$ cat src/rtl/control_unit_if.sv
// Control-unit bundle: instruction-register fields and ALU flag in,
// stage enables and datapath control out.
interface control_unit_if;
    logic [1:0] InstructionType;
    logic [4:0] FunctionCode;
    logic       StopBit;
    logic       flag_zero;
    logic [2:0] sig_alu_op;
    logic [1:0] sig_pc_src;
    logic       sig_rb_src;
    logic [1:0] sig_alu_src;
    logic       sig_rf_enable_write;
    logic       sig_enable_data_memory_write;
    logic       sig_enable_data_memory_read;
    logic       sig_write_back_data_select;
    logic       en_instruction_fetch;
    logic       en_instruction_decode;
    logic       en_execute;

    modport master (
        input  InstructionType, FunctionCode, StopBit, flag_zero,
        output sig_alu_op, sig_pc_src, sig_rb_src, sig_alu_src,
        output sig_rf_enable_write, sig_enable_data_memory_write,
        output sig_enable_data_memory_read, sig_write_back_data_select,
        output en_instruction_fetch, en_instruction_decode, en_execute
    );

    modport slave (
        output InstructionType, FunctionCode, StopBit, flag_zero,
        input  sig_alu_op, sig_pc_src, sig_rb_src, sig_alu_src,
        input  sig_rf_enable_write, sig_enable_data_memory_write,
        input  sig_enable_data_memory_read, sig_write_back_data_select,
        input  en_instruction_fetch, en_instruction_decode, en_execute
    );
endinterface

$ cat src/rtl/control_unit.sv
// Multicycle IF/ID/EX/MEM/WB control FSM for the 16-bit RISC core.
// Define CONTROL_UNIT_SHIFT_EN to decode S-type shifts (else they are NOPs).
module control_unit (
    input  logic          clock,
    input  logic          reset_n,
    control_unit_if.master bus
);
    typedef enum logic [2:0] {
        ST_IF, ST_ID, ST_EX, ST_MEM, ST_WB
    } state_t;

    typedef enum logic [2:0] {
        K_NOP, K_ALU, K_LW, K_SW, K_BEQ, K_JMP
    } kind_t;

    localparam logic [2:0] OP_AND = 3'd0;
    localparam logic [2:0] OP_ADD = 3'd1;
    localparam logic [2:0] OP_SUB = 3'd2;
    localparam logic [2:0] OP_SLL = 3'd3;
    localparam logic [2:0] OP_SLR = 3'd4;

    state_t     state;
    state_t     state_nxt;
    kind_t      kind;
    logic [2:0] alu_op;
    logic [1:0] alu_src;
    logic       rb_src;
    logic       wb_sel;
    logic       is_last;

    // Decode the held instruction into a sequence class and its mux values.
    always_comb begin
        kind    = K_NOP;
        alu_op  = OP_AND;
        alu_src = 2'd0;
        rb_src  = 1'b0;
        wb_sel  = 1'b0;
        case (bus.InstructionType)
            2'b00: begin
                case (bus.FunctionCode)
                    5'd0: begin kind = K_ALU; alu_op = OP_AND; end
                    5'd1: begin kind = K_ALU; alu_op = OP_ADD; end
                    5'd2: begin kind = K_ALU; alu_op = OP_SUB; end
                    5'd3: begin kind = K_ALU; alu_op = OP_SUB; end
                    default: ;
                endcase
            end
            2'b01: begin
                case (bus.FunctionCode)
                    5'd0: begin
                        kind = K_ALU; alu_op = OP_AND; alu_src = 2'd1;
                    end
                    5'd1: begin
                        kind = K_ALU; alu_op = OP_ADD; alu_src = 2'd1;
                    end
                    5'd2: begin
                        kind = K_LW; alu_op = OP_ADD; alu_src = 2'd1;
                        wb_sel = 1'b1;
                    end
                    5'd3: begin
                        kind = K_SW; alu_op = OP_ADD; alu_src = 2'd1;
                        rb_src = 1'b1;
                    end
                    5'd4: begin
                        kind = K_BEQ; alu_op = OP_SUB; rb_src = 1'b1;
                    end
                    default: ;
                endcase
            end
            2'b10: begin
                case (bus.FunctionCode)
                    5'd0, 5'd1: kind = K_JMP;
                    default: ;
                endcase
            end
            default: begin
`ifdef CONTROL_UNIT_SHIFT_EN
                case (bus.FunctionCode)
                    5'd0, 5'd2: begin
                        kind = K_ALU; alu_op = OP_SLL; alu_src = 2'd2;
                    end
                    5'd1, 5'd3: begin
                        kind = K_ALU; alu_op = OP_SLR; alu_src = 2'd2;
                    end
                    default: ;
                endcase
`endif
            end
        endcase
    end

    // Next stage: skip stages the instruction class does not use.
    always_comb begin
        state_nxt = ST_IF;
        case (state)
            ST_IF: state_nxt = ST_ID;
            ST_ID: begin
                if (kind == K_JMP || kind == K_NOP) state_nxt = ST_IF;
                else                                state_nxt = ST_EX;
            end
            ST_EX: begin
                if (kind == K_LW || kind == K_SW) state_nxt = ST_MEM;
                else if (kind == K_BEQ)           state_nxt = ST_IF;
                else                              state_nxt = ST_WB;
            end
            ST_MEM: begin
                if (kind == K_LW) state_nxt = ST_WB;
                else              state_nxt = ST_IF;
            end
            default: state_nxt = ST_IF;
        endcase
    end

    assign is_last = (state != ST_IF) && (state_nxt == ST_IF);

    // Stage register; reset abandons any instruction in flight.
    always_ff @(posedge clock or negedge reset_n) begin
        if (!reset_n) state <= ST_IF;
        else          state <= state_nxt;
    end

    // Stage strobes and held mux selects, all forced low during reset.
    always_comb begin
        bus.sig_alu_op                   = 3'd0;
        bus.sig_pc_src                   = 2'd0;
        bus.sig_rb_src                   = 1'b0;
        bus.sig_alu_src                  = 2'd0;
        bus.sig_rf_enable_write          = 1'b0;
        bus.sig_enable_data_memory_write = 1'b0;
        bus.sig_enable_data_memory_read  = 1'b0;
        bus.sig_write_back_data_select   = 1'b0;
        bus.en_instruction_fetch         = 1'b0;
        bus.en_instruction_decode        = 1'b0;
        bus.en_execute                   = 1'b0;
        if (reset_n) begin
            if (state != ST_IF) begin
                bus.sig_alu_op                 = alu_op;
                bus.sig_alu_src                = alu_src;
                bus.sig_rb_src                 = rb_src;
                bus.sig_write_back_data_select = wb_sel;
            end
            case (state)
                ST_IF: bus.en_instruction_fetch = 1'b1;
                ST_ID: begin
                    bus.en_instruction_decode = 1'b1;
                    if (kind == K_JMP) bus.sig_pc_src = 2'd1;
                end
                ST_EX: begin
                    bus.en_execute = 1'b1;
                    if (kind == K_BEQ && bus.flag_zero)
                        bus.sig_pc_src = 2'd2;
                end
                ST_MEM: begin
                    bus.sig_enable_data_memory_read  = (kind == K_LW);
                    bus.sig_enable_data_memory_write = (kind == K_SW);
                end
                default: bus.sig_rf_enable_write = 1'b1;
            endcase
            if (is_last && bus.StopBit && kind != K_NOP &&
                bus.sig_pc_src == 2'd0)
                bus.sig_pc_src = 2'd3;
        end
    end
endmodule

$ cat src/flat_wrapper.sv
// flat-port wrapper written by rule: the top's interface ports become plain ports
module control_unit_flat 
  (clock, reset_n, bus_InstructionType, bus_FunctionCode, bus_StopBit, bus_flag_zero, bus_sig_alu_op, bus_sig_pc_src, bus_sig_rb_src, bus_sig_alu_src, bus_sig_rf_enable_write, bus_sig_enable_data_memory_write, bus_sig_enable_data_memory_read, bus_sig_write_back_data_select, bus_en_instruction_fetch, bus_en_instruction_decode, bus_en_execute);
  control_unit_if bus_i ();
  input  logic clock;
  input  logic reset_n;
  input wire logic [$bits(bus_i.InstructionType)-1:0] bus_InstructionType;
  input wire logic [$bits(bus_i.FunctionCode)-1:0] bus_FunctionCode;
  input wire logic [$bits(bus_i.StopBit)-1:0] bus_StopBit;
  input wire logic [$bits(bus_i.flag_zero)-1:0] bus_flag_zero;
  output wire logic [$bits(bus_i.sig_alu_op)-1:0] bus_sig_alu_op;
  output wire logic [$bits(bus_i.sig_pc_src)-1:0] bus_sig_pc_src;
  output wire logic [$bits(bus_i.sig_rb_src)-1:0] bus_sig_rb_src;
  output wire logic [$bits(bus_i.sig_alu_src)-1:0] bus_sig_alu_src;
  output wire logic [$bits(bus_i.sig_rf_enable_write)-1:0] bus_sig_rf_enable_write;
  output wire logic [$bits(bus_i.sig_enable_data_memory_write)-1:0] bus_sig_enable_data_memory_write;
  output wire logic [$bits(bus_i.sig_enable_data_memory_read)-1:0] bus_sig_enable_data_memory_read;
  output wire logic [$bits(bus_i.sig_write_back_data_select)-1:0] bus_sig_write_back_data_select;
  output wire logic [$bits(bus_i.en_instruction_fetch)-1:0] bus_en_instruction_fetch;
  output wire logic [$bits(bus_i.en_instruction_decode)-1:0] bus_en_instruction_decode;
  output wire logic [$bits(bus_i.en_execute)-1:0] bus_en_execute;
  assign bus_i.InstructionType = bus_InstructionType;
  assign bus_i.FunctionCode = bus_FunctionCode;
  assign bus_i.StopBit = bus_StopBit;
  assign bus_i.flag_zero = bus_flag_zero;
  assign bus_sig_alu_op = bus_i.sig_alu_op;
  assign bus_sig_pc_src = bus_i.sig_pc_src;
  assign bus_sig_rb_src = bus_i.sig_rb_src;
  assign bus_sig_alu_src = bus_i.sig_alu_src;
  assign bus_sig_rf_enable_write = bus_i.sig_rf_enable_write;
  assign bus_sig_enable_data_memory_write = bus_i.sig_enable_data_memory_write;
  assign bus_sig_enable_data_memory_read = bus_i.sig_enable_data_memory_read;
  assign bus_sig_write_back_data_select = bus_i.sig_write_back_data_select;
  assign bus_en_instruction_fetch = bus_i.en_instruction_fetch;
  assign bus_en_instruction_decode = bus_i.en_instruction_decode;
  assign bus_en_execute = bus_i.en_execute;
  control_unit u_core (.clock(clock), .reset_n(reset_n), .bus(bus_i));
endmodule
$ cat config.mk
export PLATFORM = sky130hd
export DESIGN_NAME = control_unit_flat
export DESIGN_NICKNAME = d
export VERILOG_FILES = /design/src/rtl/control_unit_if.sv /design/src/rtl/control_unit.sv /design/src/flat_wrapper.sv
export SDC_FILE = /design/constraint.sdc
export NUM_CORES = 1
export LEC_CHECK = 0
export ABC_CLOCK_PERIOD_IN_PS = 2400
export CAP_MARGIN = 20
export CELL_PAD_IN_SITES_DETAIL_PLACEMENT = 1
export CELL_PAD_IN_SITES_GLOBAL_PLACEMENT = 2
export CORE_AREA = 5 5 58 60
export CTS_CLUSTER_SIZE = 40
export DETAILED_ROUTE_END_ITERATION = 8
export DIE_AREA = 0 0 63 65
export GPL_TIMING_DRIVEN = 0
export PLACE_DENSITY = 0.73
export SYNTH_ARGS = -nofsm -noshare
export SYNTH_HDL_FRONTEND = slang
export SYNTH_SLANG_ARGS = --single-unit
$ cat constraint.sdc
create_clock -name clock -period 2.4 [get_ports clock]
set_input_delay 0.48 -clock clock [delete_from_list [all_inputs] [get_ports clock]]
set_output_delay 0.48 -clock clock [all_outputs]
set_load 0.02 [all_outputs]
=== After elaboration in Yosys (flattened, before gate mapping) ===
Index checks and enable logic that the tools add are counted.

* Output and inout port bits: 15
* Word-level logic and storage cells: 79
* Input bits: 11
* Register bits after elaboration: 3

* Mux-type cells: 44
* Equal/unequal tests: 13
* Reductions and logical operators: 21

{| class="wikitable"
|+ Operator list
! kind !! number
|-
| 3-bit one-hot mux with 4 select lines || 2
|-
| 1-bit 2-to-1 mux || 23
|-
| 3-bit 2-to-1 mux || 6
|-
| 2-bit 2-to-1 mux || 8
|-
| 3-bit by 2-bit equality test with 1-bit output (second input constant) || 4
|-
| 2-bit one-hot mux with 2 select lines || 3
|-
| 5-bit by 2-bit equality test with 1-bit output (second input constant) || 2
|-
| 3-bit zero test || 3
|-
| 3-bit one-hot mux with 3 select lines || 1
|-
| 4-bit OR reduction || 2
|-
| 3-bit equality test (second input constant) || 2
|-
| 3-bit one-hot mux with 2 select lines || 1
|-
| 3-bit nonzero test || 2
|-
| 2-bit OR reduction || 3
|-
| 5-bit by 1-bit equality test with 1-bit output (second input constant) || 1
|-
| 5-bit by 3-bit equality test with 1-bit output (second input constant) || 1
|-
| 1-bit logical AND || 5
|-
| 5-bit zero test || 1
|-
| 2-bit zero test || 2
|-
| 3-bit by 1-bit equality test with 1-bit output (second input constant) || 1
|-
| 3-bit OR reduction || 1
|-
| 2-bit by 1-bit equality test with 1-bit output (second input constant) || 1
|-
| 2-bit equality test (second input constant) || 1
|-
| 1-bit logical OR || 2
|}

=== Depth between registers and ports, before layout ===
Gate-level depths: netlist (run 1).

* Depth after elaboration: 15
* Mapped depth: 6
* Gate-level depth less buffers: 5

=== Worst setup path before layout (run 1) ===
No wires, ideal clock.

* Kind: input -> output
* Start: input port bus_FunctionCode[1]
* End: output port bus_sig_enable_data_memory_read
* Data arrival time: 1.911 ns
* Path buffers: 1
* Stages: 4
* Required time: 1.920 ns
* Slack: 0.009 ns
* Cell sequence: clkbuf_1 nor2b_1 nand2_1 nor4b_1

* Cells in the longest elaborated chain, start to end: 7
* Elaborated cells on any way between the ends: 14
* Classes of those cells: eq/ne (5); mux (6); reduce/logical (3)

{| class="wikitable"
|+ RTL lines
! what !! line !! text
|-
| start: declaration || flat_wrapper.sv:8 || <nowiki>input wire logic [$bits(bus_i.FunctionCode)-1:0] bus_FunctionCode;</nowiki>
|-
| 5-bit by 1-bit equality test with 1-bit output, or another cell as far along || control_unit.sv:40, control_unit.sv:49, control_unit.sv:71 ||
|-
| 2-bit OR reduction (no line) / 4-bit OR reduction (equally long branches) || - ||
|-
| 3-bit one-hot mux with 4 select lines, or another cell as far along || control_unit.sv:49 || <nowiki>case (bus.FunctionCode)</nowiki>
|-
| 3-bit one-hot mux with 3 select lines (*) || control_unit.sv:38 || <nowiki>case (bus.InstructionType)</nowiki>
|-
| 3-bit by 2-bit equality test with 1-bit output (*) || control_unit.sv:154 || <nowiki>bus.sig_enable_data_memory_read = (kind == K_LW);</nowiki>
|-
| 1-bit 2-to-1 mux (*) || control_unit.sv:142 || <nowiki>case (state)</nowiki>
|-
| 1-bit 2-to-1 mux (*) || control_unit.sv:135 || <nowiki>if (reset_n) begin</nowiki>
|-
| end: declaration || flat_wrapper.sv:17 || <nowiki>output wire logic [$bits(bus_i.sig_enable_data_memory_read)-1:0] bus_sig_enable_data_memory_read;</nowiki>
|}

Mark *: on every way between the ends. The rest lies on a longest branch, timed or not.

=== Worst setup path after layout (run 1) ===
* Start: input port bus_FunctionCode[4]
* End: output port bus_sig_pc_src[0]

* Cells in the longest elaborated chain, start to end: 15
* Elaborated cells on any way between the ends: 37
* Classes of those cells: eq/ne (8); mux (15); reduce/logical (14)

{| class="wikitable"
|+ RTL lines
! what !! line !! text
|-
| 5-bit by 1-bit equality test with 1-bit output, or another cell as far along || control_unit.sv:40, control_unit.sv:49, control_unit.sv:71 ||
|-
| 2-bit OR reduction (no line) / 4-bit OR reduction (equally long branches) || - ||
|-
| 3-bit one-hot mux with 4 select lines, or another cell as far along || control_unit.sv:49 ||
|-
| 3-bit one-hot mux with 3 select lines (*) || control_unit.sv:38 ||
|-
| 3-bit equality test, or another cell as far along || control_unit.sv:103, control_unit.sv:150 ||
|-
| 3-bit 2-to-1 mux, or another cell as far along || control_unit.sv:103 || <nowiki>else if (kind == K_BEQ) state_nxt = ST_IF;</nowiki>
|-
| 3-bit 2-to-1 mux / 2-bit 2-to-1 mux (equally long branches) || control_unit.sv:102, control_unit.sv:98 ||
|-
| 3-bit one-hot mux with 4 select lines || control_unit.sv:95 || <nowiki>case (state)</nowiki>
|-
| 3-bit zero test || control_unit.sv:114 || <nowiki>assign is_last = (state != ST_IF) && (state_nxt == ST_IF);</nowiki>
|-
| 1-bit logical AND || control_unit.sv:114 ||
|-
| 1-bit logical AND (3 in series) || control_unit.sv:159 || <nowiki>if (is_last && bus.StopBit && kind != K_NOP &&</nowiki>
|-
| 2-bit 2-to-1 mux (*) || control_unit.sv:159 ||
|-
| 2-bit 2-to-1 mux (*) || control_unit.sv:135 ||
|-
| end: declaration || flat_wrapper.sv:12 || <nowiki>output wire logic [$bits(bus_i.sig_pc_src)-1:0] bus_sig_pc_src;</nowiki>
|}

Mark *: on every way between the ends. The rest lies on a longest branch, timed or not. The select of a mux whose other input is x is not followed.

==> results of run 1 <==
## cell families (layout without fill, tap and decap cells)
family,count (synthesis),in the layout
other cells,1,2
buf+inv,9,38
mux,2,2
flops,3,3
simple gates,39,39
compound gates,14,14
## path summary, 6_finish.rpt
| check | slack (ns) | start | end |
|---|---|---|---|
| setup / recovery | -0.006 | bus_FunctionCode[4] | bus_sig_pc_src[0] |
| hold / removal | 0.16 | reset_n | u_core.state[0] |
| setup reg to reg | 1.10 | u_core.state[0] | u_core.state[2] |
| hold reg to reg | 0.59 | u_core.state[0] | u_core.state[0] |
| max in group asynchronous | 2.10 | reset_n | u_core.state[2] |
| min in group clock | 0.59 | u_core.state[0] | u_core.state[0] |
## worst max-delay path, cell delays in order
cell and delay, ns:
sky130_fd_sc_hd__buf_8 0.10, sky130_fd_sc_hd__or4b_4 0.54, sky130_fd_sc_hd__or4_4 0.41, sky130_fd_sc_hd__nand4_1 0.13, sky130_fd_sc_hd__o21ai_1 0.09, sky130_fd_sc_hd__buf_4 0.16
## per-layer routing
| metal | part of all wire, % | GRT usage (%) |
|---|---|---|
| met5 | 0 | 0 |
| met4 | 1.8 | 4.775 |
| met3 | 7.3 | 3.293 |
| met2 | 47 | 13.33 |
| met1 | 44 | 10.51 |
## layout make-up
cell class	instances	area, um2
Inverter	2	7.507
Timing Repair Buffer	27	246.5
Sequential cell	3	75.07
Buffer	5	32.53
Multi-Input combinational cell	57	366.6
Clock buffer	4	26.28
Fill cell	353	2082
Tap cell	33	41.29
## through the flow
stage	setup TNS (ns)	cell area, um2
2_1_floorplan	0	451.7
3_3_place_gp	-7.136	693.2
3_5_place_dp	-7.374	693.2
4_1_cts	0	774.5
5_1_grt	-0.1184	795.8
6_report	-0.006123	795.8
## cells in the final DEF (no fill, tap or decap), types with 2 or more instances in the layout
cell	n
sky130_fd_sc_hd__dlymetal6s2s_1	2
sky130_fd_sc_hd__buf_8	2
sky130_fd_sc_hd__o21ai_0	3
sky130_fd_sc_hd__conb_1	2
sky130_fd_sc_hd__o21ai_1	2
sky130_fd_sc_hd__a31oi_1	2
sky130_fd_sc_hd__dfrtp_1	3
sky130_fd_sc_hd__buf_2	2
sky130_fd_sc_hd__buf_4	12
sky130_fd_sc_hd__nand2_1	4
sky130_fd_sc_hd__nor2_1	9
sky130_fd_sc_hd__inv_1	2
sky130_fd_sc_hd__clkdlybuf4s50_1	5
sky130_fd_sc_hd__clkbuf_2	2
sky130_fd_sc_hd__clkbuf_4	3
sky130_fd_sc_hd__nor3_1	5
sky130_fd_sc_hd__mux2i_1	2
sky130_fd_sc_hd__nand3_1	2
sky130_fd_sc_hd__a21oi_1	3
sky130_fd_sc_hd__dlygate4sd2_1	6
sky130_fd_sc_hd__nand2b_1	3
sky130_fd_sc_hd__nor4b_1	2
## report_power, final
group | leakage (uW) | internal [uW] | switching, uW
registers | 0.0000395 | 61.3 | 21.6
logic | 0.000320 | 65.2 | 67.9
clock network | 0.0000150 | 62.2 | 24.3
## what timing repair did
item                                   4_1_cts  5_1_grt
setup endpoints to repair                   12        6
pin swaps                                    3        1
buffers inserted                             7        0
endpoints found under the hold margin        0        0
hold buffers                                 0        0
resized for setup                           48        6
==> impl_summary.md, run 1 <==
Status
The flow ran to the end, but the final reports show violations. The checks that failed: setup timing.

STA
The minimum period implied by the final worst setup slack is 2.406 ns. The number of pins exceeding their max-slew limit in the final report was 0. In the post-route analysis, the smallest setup slack over all paths is -0.006123 ns. Setup violations remaining at the end of the flow were counted as 1. Setup repair after global routing could not meet its margin everywhere. The final critical path takes up 100.3% of the cycle. The total count of hold-check failures in the final report came to 0. Final hold analysis gives a worst-case slack of 0.1577 ns. The achievable clock frequency is slightly above 400 MHz.

The worst clock skew is 0.0006218 ns.

Power
The static leakage is ~0.00037 uW. The design draws about 300 uW. The highest ir drop seen on vdd is between 200 and 250 uV. The power per standard cell area is 380.0 nW/um2.

Detailed routing
The final antenna-violating net count is 0. The wire length reported by the detailed router is 1710 um. The routed length per instance is 13.05 um.

In the routed design, unresolved DRC markers number 0. After the first detailed-routing iteration, the DRC count stood at 4. The routed via count is 622.

Using the TritonRoute via totals, the vias-per-cell ratio works out to around 4.7. The total iterations of the first detailed-routing run is 4.

Clock tree
The insertion delay of the later-clocked pin in the worst-skew pair is 0.23 ns. Buffers inserted during clock tree synthesis total 3. The number of clock sinks is 3. The clock-pin slew reported for the worst setup and hold paths after clock tree synthesis is 0.03 ns.

The root cell of the clock tree is sky130_fd_sc_hd__clkbuf_4. In this run the number of H-tree levels came out at 1. The clock tree from TritonCTS is yes. The number of buffers between clock root and the deepest sink is 2.

Die
The number of top-level pins is 26. The die area is ~4100 um2. The total core area is 2878 um2. For this configuration, the core starts out at a cell density of 15.57%.

The floorplan has 20 rows. The vertical die dimension is 65 um. The floorplan step set the die width to 63 um.

Synthesis
The commonest cells after synthesis are sky130_fd_sc_hd__nor2_1 (10), sky130_fd_sc_hd__nand2_1 (5), sky130_fd_sc_hd__nor3_1 (5). The gate count of the mapped netlist is 68. The area fraction in compound gates after synthesis is 18.72%.

Synthesis inferred 3 register bits. By area the synthesized netlist is led by sky130_fd_sc_hd__dfrtp_1 (17%), sky130_fd_sc_hd__nor2_1 (8.4%), sky130_fd_sc_hd__nor4b_1 (5.9%). In the synthesized netlist, mux cells make up approximately 4.5% of the area. The largest area contributor in the netlist is sky130_fd_sc_hd__dfrtp_1. The number of flops mapped to enable cells by yosys is 0. Yosys printed 0 warnings. Yosys instantiated no cell more often than sky130_fd_sc_hd__nor2_1.

The most frequently used flop master after synthesis is sky130_fd_sc_hd__dfrtp_1. The share of synthesized registers carrying an async set or reset is 100.0%. In this run the mean area of a mapped cell was 6.587 um2.

The netlist uses 31 different library cells. The synthesized netlist occupies a cell area of 447.9 um2. Summed over its instances, the top area cell type makes up between 10% and 20% of the synthesized netlist area. The sequential-to-total area share from yosys stat is about 17%. By area, the combinational part of the netlist is dominated by simple AND/OR/NAND/NOR gates.

The share of the synthesized netlist area taken by xor and xnor gates is 0%. Of the total synthesized cell area, the portion taken by full adders, half adders and majority gates is 0%. The area fraction in and, or, nand and nor cells after synthesis is a little under 50%.

Worst setup path
The arrival time at the worst endpoint is 1.93 ns. For the worst setup path, the data required time is 1.92 ns. The critical path is of the in -> out type. The startpoint kind of the worst setup timing path is an input port. The largest fanout on the critical path is 3. The capturing element type of the critical path is an output port.

The number of cell instances on the worst register-to-register path is 4.

Global route
The overall routing resource usage is 8.746%. The first global-routing pass estimated ~2800 um of wire. The maximum number of pins on one net before global-route repair is 11. The overall overflow remaining after global route is 0. The number of global-route vias before repair was 614. The initial antenna violation count is 0.

Placement
At the end of routability-driven placement, the weighted congestion stood at between 0.7 and 0.8. The count of buffers added on input and output ports is 20. The number of cells in the design after placement is about 120. Prior to clock tree synthesis, the placed netlist has a worst setup slack of -1.062 ns.

The placed wire-length estimate is 1337 um.

Final layout
The repair_antennas step left the layout with diodes totalling 0. The final core utilization is between 20 and 30%. The final layout contains 110 nets. From synthesis to final layout, the design area changed by 77.65%. Cells with a size suffix above 1 make up between 30% and 40% of the layout. The flip-flop count of the largest register, all copies and words added is 3. The register with the most flip-flops is u_core.state.

In the final layout, the registers with the most flip-flops are u_core.state: 3 flops. For this run, the number of standard cells in the final layout without fillers is 131.

Job
The number of max-capacitance violations reported is 0.

Hold path
In this run the worst hold path is classified as in -> async.
No activity file was read; power rests on OpenSTA's default activity.
==> run 2, diff against run 1 <==
--- a/config.mk
+++ b/config.mk
@@ -9,12 +9,13 @@
 export CAP_MARGIN = 20
 export CELL_PAD_IN_SITES_DETAIL_PLACEMENT = 1
 export CELL_PAD_IN_SITES_GLOBAL_PLACEMENT = 2
-export CORE_AREA = 5 5 58 60
+export CORE_AREA = 5 5 52 66
+export CTS_CLUSTER_DIAMETER = 80
 export CTS_CLUSTER_SIZE = 40
 export DETAILED_ROUTE_END_ITERATION = 8
-export DIE_AREA = 0 0 63 65
+export DIE_AREA = 0 0 57 71
 export GPL_TIMING_DRIVEN = 0
-export PLACE_DENSITY = 0.73
+export PLACE_DENSITY = 0.84
 export SYNTH_ARGS = -nofsm -noshare
 export SYNTH_HDL_FRONTEND = slang
 export SYNTH_SLANG_ARGS = --single-unit
==> run 2 against run 1 <==
Register-to-register slack about the same. Non-clock buffer count rose by 2. The flow now finishes without violations. Die area decreased by 1.2%. Clock-buffer cell count unchanged.
==> impl_summary.md, run 2 (synthesis gave the netlist of run 1 again) <==
Status
The run finished with clean final reports.

Power
The highest ir drop seen on vdd is 152.7 uV (-26%). The clock power share was 29.6% (+1.0 points). The internal power contribution is 188.9 uW (+0.14%).

The register share of total power is 26.1% (-1.3 points). The switching share of power is 39.09% (+1.5 points). The static leakage is 0.0003743 uW (-0.13%). The net switching power figure is 121.2 uW (+6.6%). The share of total power in combinational logic is 44.3% (+0.3 points). The power per standard cell area came to 388.5 nW/um2 (+2.2%).

Final layout
The largest registers in the layout are u_core.state: 3 flops. The most common cell after layout, fill and taps aside is sky130_fd_sc_hd__buf_4. In the layout the commonest cells are sky130_fd_sc_hd__buf_4 (13), sky130_fd_sc_hd__nor2_1 (9), sky130_fd_sc_hd__dlygate4sd2_1 (9). The area used by multi-input combinational logic is 360.3 um2 (-1.7%). The share of final-layout standard cells stronger than drive strength 1 is 31.00% (+0.39 points). The area of all sequential standard cells is 75.07 um2 (unchanged).

The fill cell total of the finished layout is 377 (+6.8%). The cell area after layout is 798.3 um2 (+0.31%). The final-stage net count is 112 (+1.8%).

The number of diodes is 0 (unchanged). Compared with the post-synthesis result, the final layout area differs by 78.21%. The flip-flop count of the largest register, all copies and words added is 3 (unchanged). Ranked by flip-flop count, first place goes to u_core.state.

Die
The starting utilization of the core area is 15.95% (+0.39 points). The number of placement rows came to 22 (+10%). The die area is 4047 um2 (-1.2%). The total core area was 2808 um2 (-2.4%). The horizontal die dimension is 57 um (-9.5%).

The number of top-level pins is 26 (unchanged). The vertical die dimension is 71 um (+9.2%).

STA
The part of the cycle the worst path needs came to 99.77% (-0.48 points). The total count of hold-check failures in the final report is 0 (unchanged). The count of final setup violators is 0 (-1). The worst clock skew is 0.0007766 ns (+0.0001548 ns). The achievable clock frequency is 417.6 MHz (+0.48%). The least setup slack across all paths after layout came to 0.005465 ns (+0.01159 ns). The number of pins exceeding their max-slew limit in the final report is 0 (unchanged).

Setup repair after global routing could not meet its margin everywhere. The minimum period implied by the final worst setup slack is 2.395 ns (-0.01159 ns).

Worst setup path
The largest fanout on the critical path is 4 (+1). The arrival time at the worst endpoint is 1.91 ns (-0.02 ns). The required time at the worst-slack endpoint is 1.92 ns (about the same). The startpoint kind of the worst setup timing path is an input port. The worst setup path is captured at an output port. The worst setup path is of the in -> out kind.

Detailed routing
The routed length per instance is 13.88 um (+6.4%). The total DRC errors in the routed layout is 0 (unchanged). The wire length reported by the detailed router is 1888 um (+10%). The via count normalized by instance count came to 4.625 (-2.6%). The number of DRC markers in iteration 0 is 14 (+10). The total iterations of the first detailed-routing run is 4 (unchanged). The routed via count is 629 (+1.1%). The final antenna-violating net count was 0 (unchanged).

Global route
The maximum number of pins on one net before global-route repair is 11 (unchanged). The number of global-route vias before repair was 706 (+15%). The initial antenna violation count is 0 (unchanged). The overall overflow remaining after global route is 0 (unchanged). The overall routing resource usage is 9.728% (+0.98 points).

The wire length of the first global-routing pass is 3256 um (+16%).

Clock tree
TritonCTS built the clock tree. The clock-pin slew reported for the worst setup and hold paths after clock tree synthesis is 0.04 ns (about the same). The insertion delay of the later-clocked pin in the worst-skew pair came to 0.24 ns (about the same).

The number of buffers between clock root and the deepest sink is 2 (unchanged). The number of buffers inserted during clock tree synthesis is 3 (unchanged). The post-cts hold buffer count came to 0 (unchanged). The root cell of the clock tree is sky130_fd_sc_hd__clkbuf_4. The number of clock sinks was 3 (unchanged). The level count of the clock H-tree is 1 (unchanged).

Placement
The placed instance area is 696.9 um2 (+0.54%). The global placement routability congestion is 0.7572 (+7.1%). The count of port buffers added during placement is 20 (unchanged). The worst setup slack after placement is -1.028 ns (+0.03436 ns). The placed wire-length estimate came to 1300 um (-2.8%).

Job
The number of max-capacitance violations reported is 0 (unchanged).

Hold path
The worst hold path belongs to the class in -> async.
==> run 2: through the flow <==
step | hold slack, ns | utilization, % | cells | TNS, ns | power, uW
6_report | 0.2174 | 28.43 | 136 | 0 | 310.1
5_1_grt | 0.2289 | 28.43 | 136 | -0.08001 | 333.6
4_1_cts | 0.2014 | 27.14 | 135 | 0 | 310.2
3_5_place_dp | 0.5664 | 24.82 | 125 | -7.044 | 209.1
3_3_place_gp | 0.5677 | 24.82 | 125 | -6.950 | 206.1
2_1_floorplan | 0.1844 | - | 69 | 0 | 151.9
==> run 2: metal layers <==
metal  part of all wire, %  wire (um)  up-vias  track usage [%]
li1                      -          -      306                -
met1                    43        807      299            12.12
met2                    50        935       24            16.39
met3                   7.7        145        0            2.190
met4                     0          0        0            3.093
met5                     0          0        -                0
==> run 2: path summary, 6_finish.rpt <==
kind | endpoint | slack, ns | cells past startpoint | start
worst max-delay path | bus_sig_pc_src[1] | 0.005 | 6 | bus_InstructionType[1]
worst min-delay path | u_core.state[0] | 0.22 | 1 | reset_n
worst max register to register | u_core.state[2] | 1.10 | 4 | u_core.state[0]
worst min register to register | u_core.state[0] | 0.60 | 1 | u_core.state[0]
max in group asynchronous | u_core.state[2] | 1.97 | 1 | reset_n
min in group clock | u_core.state[0] | 0.60 | 1 | u_core.state[0]
==> run 2: cell type report <==
| class | count | area share (%) |
|---|---|---|
| multi-input cells | 57 | 45.14 |
| repair buffers | 28 | 30.88 |
| flip-flops and latches | 3 | 9.404 |
| well taps | 36 | 5.643 |
| plain buffers | 6 | 4.702 |
| clock buffers | 4 | 3.292 |
| inverters | 2 | 0.9404 |
==> run 2: worst max-delay path, cell delays in order <==
cell and delay, ns:
sky130_fd_sc_hd__buf_12 0.10, sky130_fd_sc_hd__or4b_4 0.55, sky130_fd_sc_hd__or4_1 0.40, sky130_fd_sc_hd__nand4_1 0.13, sky130_fd_sc_hd__o21ai_1 0.09, sky130_fd_sc_hd__buf_4 0.16
==> run 2: repair_timing <==
action	in CTS	in global routing
resized for setup	44	14
pin swaps	3	1
setup endpoints to repair	12	7
setup buffers	6	2
==> run 2: power groups by stage <==
stage	Combinational, uW	Clock (uW)	Sequential (uW)
after floorplan	78.7	0	73.1
after global placement	127	0	78.9
after detailed placement	130	0	78.8
after CTS	134	97.6	78.8
after global routing	151	99.7	83.1
final	138	91.7	80.9
==> run 3, diff against run 2 <==
--- a/config.mk
+++ b/config.mk
@@ -10,7 +10,6 @@
 export CELL_PAD_IN_SITES_DETAIL_PLACEMENT = 1
 export CELL_PAD_IN_SITES_GLOBAL_PLACEMENT = 2
 export CORE_AREA = 5 5 52 66
-export CTS_CLUSTER_DIAMETER = 80
 export CTS_CLUSTER_SIZE = 40
 export DETAILED_ROUTE_END_ITERATION = 8
 export DIE_AREA = 0 0 57 71
==> results of run 3 <==
Final layout, timing and power as in run 2 (identical DEF).
